`config.mk`:
```
export PLATFORM = sky130hd
export DESIGN_NAME = demod_rx_ctrl
export DESIGN_NICKNAME = d
export VERILOG_FILES = /design/src/rtl/demod_rx_ctrl.sv
export SDC_FILE = /design/constraint.sdc
export NUM_CORES = 1
export LEC_CHECK = 0
export ABC_AREA = 1
export CAP_MARGIN = 0
export CORE_MARGIN = 2
export CORE_UTILIZATION = 51
export CTS_BUF_LIST = sky130_fd_sc_hd__clkbuf_2
export DETAILED_ROUTE_END_ITERATION = 7
export PLACE_DENSITY_LB_ADDON = 0.3
export SLEW_MARGIN = 25
export SYNTH_ARGS = -nofsm -noshare
export SYNTH_HDL_FRONTEND = slang
export SYNTH_SLANG_ARGS = --single-unit
```
`constraint.sdc`:
```
create_clock -name clk_fast -period 1.9 [get_ports clk_fast]
set_clock_uncertainty 0.05 [all_clocks]
set_input_delay 0.38 -clock clk_fast [delete_from_list [all_inputs] [get_ports clk_fast]]
set_output_delay 0.38 -clock clk_fast [all_outputs]
set_load 0.005 [all_outputs]
```
`src/rtl/demod_rx_ctrl.sv`:
```
`timescale 1ns/1ps
// demod_rx_ctrl
// Receive-side sequencer for the 2-bit-per-symbol correlation demodulator.
// Holds the demodulator in reset after a start request, waits for header
// sync (demod_valid), then assembles MSB-first serial bits into a frame:
// length byte L, L payload bytes, checksum byte (8-bit wrapping sum).
//
// Ports (all in clk_fast domain, rst async active-low):
//   start        in   request one frame, honoured in IDLE only
//   abort        in   cancel the current receive (error code 5)
//   demod_valid  in   demodulator output valid (level)
//   bit_stb      in   one pulse per demodulated bit
//   bit_in       in   demodulated bit, qualified by bit_stb
//   demod_rst_n  out  active-low demodulator reset
//   busy         out  high outside IDLE
//   byte_out     out  last payload byte (held between strobes)
//   byte_valid   out  one-cycle strobe for byte_out
//   frame_len    out  length field of current/last frame
//   frame_done   out  one-cycle pulse, frame good
//   frame_err    out  one-cycle pulse, frame failed
//   err_code     out  0 none,1 sync to,2 bit to,3 bad len,4 csum,5 abort
module demod_rx_ctrl #(
    parameter int ARM_CYCLES   = 16,
    parameter int SYNC_TIMEOUT = 2000000,
    parameter int BIT_TIMEOUT  = 4096,
    parameter int MAX_LEN      = 64
) (
    input  logic       clk_fast,
    input  logic       rst,
    input  logic       start,
    input  logic       abort,
    input  logic       demod_valid,
    input  logic       bit_stb,
    input  logic       bit_in,
    output logic       demod_rst_n,
    output logic       busy,
    output logic [7:0] byte_out,
    output logic       byte_valid,
    output logic [7:0] frame_len,
    output logic       frame_done,
    output logic       frame_err,
    output logic [2:0] err_code
);

    typedef enum logic [2:0] {
        S_IDLE, S_ARM, S_WAIT_SYNC, S_LEN, S_PAYLOAD, S_CHECK, S_DONE, S_ERR
    } state_t;

    localparam logic [2:0] E_NONE  = 3'd0;
    localparam logic [2:0] E_SYNC  = 3'd1;
    localparam logic [2:0] E_BIT   = 3'd2;
    localparam logic [2:0] E_LEN   = 3'd3;
    localparam logic [2:0] E_CSUM  = 3'd4;
    localparam logic [2:0] E_ABORT = 3'd5;

    state_t      state_q, state_d;
    logic [31:0] timer_q, timer_d;      // shared by arm, sync and bit timers
    logic [2:0]  bit_cnt_q, bit_cnt_d;
    logic [7:0]  shreg_q, shreg_d;
    logic [7:0]  csum_q, csum_d;
    logic [7:0]  byte_cnt_q, byte_cnt_d;
    logic [7:0]  frame_len_q, frame_len_d;
    logic [7:0]  byte_out_q, byte_out_d;
    logic        byte_valid_q, byte_valid_d;
    logic [2:0]  err_code_q, err_code_d;
    logic        frame_done_q, frame_done_d;

    logic        accept;
    logic        byte_done;
    logic [7:0]  rx_byte;
    logic        rx_state;

    assign accept    = bit_stb & demod_valid;
    assign rx_byte   = {shreg_q[6:0], bit_in};
    assign byte_done = accept && (bit_cnt_q == 3'd7);
    assign rx_state  = (state_q == S_LEN) || (state_q == S_PAYLOAD) ||
                       (state_q == S_CHECK);

    // State register
    always_ff @(posedge clk_fast or negedge rst) begin
        if (!rst) begin
            state_q      <= S_IDLE;
            timer_q      <= '0;
            bit_cnt_q    <= '0;
            shreg_q      <= '0;
            csum_q       <= '0;
            byte_cnt_q   <= '0;
            frame_len_q  <= '0;
            byte_out_q   <= '0;
            byte_valid_q <= 1'b0;
            err_code_q   <= E_NONE;
            frame_done_q <= 1'b0;
        end else begin
            state_q      <= state_d;
            timer_q      <= timer_d;
            bit_cnt_q    <= bit_cnt_d;
            shreg_q      <= shreg_d;
            csum_q       <= csum_d;
            byte_cnt_q   <= byte_cnt_d;
            frame_len_q  <= frame_len_d;
            byte_out_q   <= byte_out_d;
            byte_valid_q <= byte_valid_d;
            err_code_q   <= err_code_d;
            frame_done_q <= frame_done_d;
        end
    end

    // Next-state and datapath
    always_comb begin
        state_d      = state_q;
        timer_d      = timer_q;
        bit_cnt_d    = bit_cnt_q;
        shreg_d      = shreg_q;
        csum_d       = csum_q;
        byte_cnt_d   = byte_cnt_q;
        frame_len_d  = frame_len_q;
        byte_out_d   = byte_out_q;
        byte_valid_d = 1'b0;
        err_code_d   = err_code_q;
        // Registered off DONE so the pulse lands two cycles after the
        // final checksum strobe.
        frame_done_d = (state_q == S_DONE);

        case (state_q)
            S_IDLE: begin
                if (start && !abort) begin
                    state_d     = S_ARM;
                    timer_d     = '0;
                    err_code_d  = E_NONE;
                    frame_len_d = '0;
                    csum_d      = '0;
                    bit_cnt_d   = '0;
                    byte_cnt_d  = '0;
                    shreg_d     = '0;
                end
            end
            S_ARM: begin
                if (timer_q == 32'(ARM_CYCLES - 1)) begin
                    state_d = S_WAIT_SYNC;
                    timer_d = '0;
                end else begin
                    timer_d = timer_q + 32'd1;
                end
            end
            S_WAIT_SYNC: begin
                if (demod_valid) begin
                    state_d = S_LEN;
                    timer_d = '0;
                end else if (timer_q == 32'(SYNC_TIMEOUT - 1)) begin
                    state_d    = S_ERR;
                    err_code_d = E_SYNC;
                end else begin
                    timer_d = timer_q + 32'd1;
                end
            end
            S_LEN, S_PAYLOAD, S_CHECK: begin
                // A dropped demod_valid just stalls acceptance; the bit
                // timer is what eventually reports it.
                if (accept) begin
                    shreg_d   = rx_byte;
                    bit_cnt_d = bit_cnt_q + 3'd1;
                    timer_d   = '0;
                end else if (timer_q == 32'(BIT_TIMEOUT - 1)) begin
                    state_d    = S_ERR;
                    err_code_d = E_BIT;
                end else begin
                    timer_d = timer_q + 32'd1;
                end

                if (byte_done) begin
                    if (state_q == S_LEN) begin
                        frame_len_d = rx_byte;
                        byte_cnt_d  = '0;
                        if (rx_byte == 8'd0 || rx_byte > 8'(MAX_LEN)) begin
                            state_d    = S_ERR;
                            err_code_d = E_LEN;
                        end else begin
                            state_d = S_PAYLOAD;
                        end
                    end else if (state_q == S_PAYLOAD) begin
                        byte_out_d   = rx_byte;
                        byte_valid_d = 1'b1;
                        csum_d       = csum_q + rx_byte;
                        byte_cnt_d   = byte_cnt_q + 8'd1;
                        if (byte_cnt_q == frame_len_q - 8'd1)
                            state_d = S_CHECK;
                    end else begin
                        if (rx_byte == csum_q) begin
                            state_d = S_DONE;
                        end else begin
                            state_d    = S_ERR;
                            err_code_d = E_CSUM;
                        end
                    end
                end
            end
            S_DONE:  state_d = S_IDLE;
            S_ERR:   state_d = S_IDLE;
            default: state_d = S_IDLE;
        endcase

        // Abort outranks everything, including a byte completing this cycle.
        if (abort && (state_q == S_ARM || state_q == S_WAIT_SYNC || rx_state)) begin
            state_d      = S_ERR;
            err_code_d   = E_ABORT;
            byte_valid_d = 1'b0;
            byte_out_d   = byte_out_q;
            csum_d       = csum_q;
        end
    end

    // Outputs
    always_comb begin
        demod_rst_n = 1'b1;
        busy        = 1'b1;
        frame_err   = 1'b0;
        case (state_q)
            S_IDLE: begin
                demod_rst_n = 1'b0;
                busy        = 1'b0;
            end
            S_ARM:   demod_rst_n = 1'b0;
            S_ERR:   frame_err   = 1'b1;
            default: ;
        endcase
    end

    assign byte_out   = byte_out_q;
    assign byte_valid = byte_valid_q;
    assign frame_len  = frame_len_q;
    assign frame_done = frame_done_q;
    assign err_code   = err_code_q;

endmodule

```
==> summary.md, run 1 <==
| Metric | Value |
|---|---|
| Routed Antenna Nets | 0 |
| Final std cells w/o fill | ~1200 |
| Worst Path Arrival | 2670 ps |
| Fill count | 850 |
| Clock-pin slew on the worst setup and hold paths | 260 ps |
| Vias/cell | about 6 |
| Final setup fails | 81 |
| CP Launch Point | timer_q[1] |
| Worst ir drop on vdd | ~0.81 mV |
| Slew margin rel. | 0.7288 |
| Multiplexer area fraction after synthesis | 0 |
| Hold WC Path Type | in -> async |
| Slowest-stage cell, CP | dfrtp_1 |
| XOR/XNOR Fraction of Synth Area | 0.03524 |
| Initial Utilization | 0.5224 |
| Internal power | 5.004 mW |
| DRT Pass-1 Iters | 8 |
| Chip height | 112.1 um |
| CP Cell Sequence | ha_2 -> nand2_2 -> nor2_4 -> nand2_2 -> nor2_4 -> buf_6 -> nand4_1 -> nand3_1 -> nand2_1 -> inv_1 -> nand2_1 -> a21oi_2 |
| Synth Area in Compound Gates | 0.08874 |
| Hold_ws | 84.16 ps |
| Placed instance count | approximately 1100 |
| Global-route total usage across every layer | 0.3077 |
| Synth Instances | 910 |
| Clock network fraction of design power | 0.094 |
| Routed vias | ~7000 |
| Number of synthesized flops with an enable pin | 0 |
| Fin. max-slew vios | 0 |
| P_sw | 5.086 mW |
| Setup CP Type | reg -> reg |
| Hold Vio Cnt, Final | 0 |
| # rows | 39 |
| Status | complete, but fails checks |
| Post-DP HPWL | 12950 um |
| Switching share of total power | 0.5041 |
| GRT overflow | 0 |
| Antenna violations before repair | 0 |
| Drt total wl | 21540 um |
| Post-Place Worst Slack | -349.2 ps |
| Final Critical Period | 2135 ps |
| Port buffer count | 30 |
| Die X | 112.1 um |
| CP endpoint | state_q[0] |
| Vias in the first global route | roughly 6500 |
| R2r setup slk | -240 ps |
| DRC Markers | 1 |
| Seq/Total Area, Yosys | 0.3440 |
| Pin count of the biggest net entering global routing | 38 |
| Slew at the pin with the worst max-slew slack | 400.5 ps |
| Post-synthesis simple-gate area fraction | 0.4047 |
| Flops & latches, synth | 82 |
| Number of DRC markers in iteration 0 | around 970 |
| Unrepaired setup endpoints after global routing | true |
| # IOs | 31 |
| Synthesized area | just under 6000 um2 |
| CTS tree | yes |
| Final setup margin | -235.5 ps |
| Final period util | 1.124 |
| Failing checks | design-rule violations, negative setup slack |
| RR Endpoint | state_q[0] |
| Wire length per cell | 17.60 um |
| Max-Cap Viols | 0 |
| Final TNS setup | -9186 ps |
| ANT cells | 0 |
| Clock sinks | 82 |
| Ys flop type | dfrtp_1 |
| Cells on worst reg2reg path | 12 |
| Post-layout net count | 1096 |
| Root buf cell | clkbuf_2 |
| Largest family of logic cells by synthesized area | simple AND/OR/NAND/NOR gates |
| Max Fanout on Critical Path | 4 |
| P_leak | 4.186 nW |
| Crit end category | flop |
| Slowest cell delay on critical path | 420 ps |
| Core area | 11420 um2 |
| Worst r2r src | timer_q[1] |
| Global-route wire length before repair | 31350 um |
| Die ar. | 12580 um2 |
| CTS max path bufs | 2 |
| Inserted Clock Buffers | 9 |
| Area added between synthesis and finish | 39.63% |
| Routability cong. | 1.022 |
| Synth cell types | 40 |
| Fmax | 0.4683 GHz |
| Syn_nets | 930 |
| Adder-cell share of the synthesized area | 0.02853 |
| Crit start category | flop |
| Clock Latency Late Sink | 640 ps |
| Logic pwr share | 0.687 |
| Max H-tree Level | 3 |
| CP Data Required Time | roughly 2400 ps |
| Reg power frac | 0.220 |
| PD cells | 1212 nW/um2 |
| Yosys warnings | 0 |
| Async S/R FF share, synth | 1.000 |
| Syn Area/Cell | 6.554 um2 |
| Fraction of layout cells with a size suffix above 1 | 0.3043 |
[power by group through the flow]
stage | Clock (mW) | Sequential, mW | Combinational, mW
floorplan | 0 | 2.22 | 2.93
global placement | 0 | 2.26 | 4.31
detailed placement | 0 | 2.27 | 4.39
CTS | 0.961 | 2.19 | 5.58
global route | 1.03 | 2.25 | 7.40
finish | 0.945 | 2.22 | 6.93
[through the flow]
step,power (mW),instance area [um2],utilization
floorplan,5.151,5969,-
global placement,6.573,6938,0.6076
detailed placement,6.655,6938,0.6076
CTS,8.731,7697,0.6741
global route,10.67,8328,0.7293
finish,10.09,8328,0.7293
[what timing repair did]
item / in CTS / in global routing
gates resized for setup: 117 / 126
endpoints found under the hold margin: 82 / 0
setup endpoints to repair: 82 / 82
hold buffers: 1 / 0
gates cloned: 2 / 3
setup buffers: 47 / 22
pin swaps: 29 / 33
[Yosys cell counts, types with 2 or more instances]
| master | number | area share |
|---|---|---|
| nor2_4 | 5 | 0.0094 |
| o21ai_1 | 35 | 0.029 |
| or2_2 | 2 | 0.0021 |
| nand3_1 | 99 | 0.083 |
| nand2_1 | 247 | 0.16 |
| o21ai_0 | 25 | 0.021 |
| buf_2 | 5 | 0.0042 |
| nor2_2 | 5 | 0.0052 |
| o311ai_0 | 2 | 0.0029 |
| buf_4 | 2 | 0.0025 |
| inv_1 | 101 | 0.064 |
| nor3_1 | 35 | 0.029 |
| dfrtp_1 | 82 | 0.34 |
| nand4_1 | 30 | 0.031 |
| clkbuf_1 | 15 | 0.0094 |
| a21oi_1 | 20 | 0.017 |
| nand2_2 | 5 | 0.0052 |
| buf_6 | 5 | 0.0094 |
| o211ai_1 | 3 | 0.0038 |
| xnor2_1 | 3 | 0.0044 |
| nor2_1 | 118 | 0.074 |
| o22ai_1 | 2 | 0.0021 |
| o31ai_1 | 2 | 0.0025 |
| and3_1 | 3 | 0.0031 |
| xor2_1 | 21 | 0.031 |
| ha_1 | 12 | 0.025 |
| inv_2 | 13 | 0.0082 |
[layout by cell type (no fill, tap or decap), drive strengths merged]
| master | synthesis | routed |
|---|---|---|
| a31oi | 1 | 1 |
| dfrtp | 82 | 82 |
| or2 | 2 | 2 |
| nand3 | 100 | 100 |
| ha | 12 | 12 |
| a22o | 1 | 1 |
| fa | 1 | 1 |
| o31ai | 2 | 2 |
| o211ai | 4 | 4 |
| o22ai | 2 | 2 |
| buf | 13 | 152 |
| clkdlybuf4s50 | 0 | 5 |
| o311ai | 2 | 2 |
| nand3b | 1 | 1 |
| dlygate4sd3 | 0 | 1 |
| o41ai | 1 | 1 |
| nor3b | 1 | 1 |
| nor3 | 36 | 36 |
| a21oi | 22 | 22 |
| clkinvlp | 0 | 2 |
| clkinv | 1 | 6 |
| nor2 | 128 | 128 |
| dlygate4sd2 | 0 | 21 |
| inv | 114 | 115 |
| o21ai | 60 | 60 |
| nand2 | 252 | 252 |
| xnor2 | 3 | 3 |
| and3 | 3 | 3 |
| nand4 | 30 | 30 |
| clkbuf | 15 | 12 |
| xor2 | 21 | 21 |
[state kept, by name, indices dropped and copies added (netlist names)]
signal,count
byte_valid,1
frame_done,1
state_q,3
shreg_q,7
csum_q,8
err_code,3
byte_cnt_q,8
bit_cnt_q,3
timer_q,32
byte_out,8
frame_len,8
[logic make-up after synthesis]
| kind of cell | count (synthesis) |
|---|---|
| AOI/OAI and AO/OA | 95 |
| xor gates and xnor gates | 24 |
| adders and majority gates | 13 |
| buffers and inverters | 143 |
| DFF | 82 |
| and+or+nand+nor | 553 |
[layout make-up]
type | instances | area [um2] | share of cell area
multi-input combinational | 685 | 3880 | 0.4659
clock buffer | 9 | 45.04 | 0.005409
tap | 143 | 178.9 | 0.02148
sequential | 82 | 2057 | 0.2470
clock inverter | 7 | 60.06 | 0.007212
timing repair buffer | 182 | 1624 | 0.1950
inverter | 115 | 466.7 | 0.05604
timing repair inverter | 1 | 16.27 | 0.001953
[how the worst min path moves through the flow]
stage,from,endpoint,slack [ps],cells after the start
3_3_place_gp,rst,timer_q[9],240,1
5_1_grt,rst,timer_q[1],80,2
2_1_floorplan,rst,bit_cnt_q[0],30,0
6_report,rst,timer_q[1],80,2
3_5_place_dp,rst,timer_q[17],250,1
4_1_cts,rst,timer_q[1],30,2
[critical path: cells and delay by family (launching register included)]
kind	cells	cell delay (ps)
and+or+nand+nor	8	1130
adders and majority gates	1	200
AOI/OAI and AO/OA	1	120
buffers and inverters	2	180
DFF	1	420
[per-layer routing]
layer / global-route usage / routed length (um) / up-vias / part of all wire
li1: - / - / 3288 / -
met1: 0.4231 / 8506 / 3326 / 0.39
met2: 0.4863 / 9871 / 473 / 0.46
met3: 0.06425 / 2121 / 126 / 0.098
met4: 0.1057 / 1043 / 0 / 0.048
met5: 0 / 0 / - / 0
Power figures use the tool's default switching activity.
==> run 2, diff against run 1 <==
- SLEW_MARGIN: 25 -> 20
==> results of run 2 <==
Same layout as run 1: the final DEF is identical, and so are final timing and power.
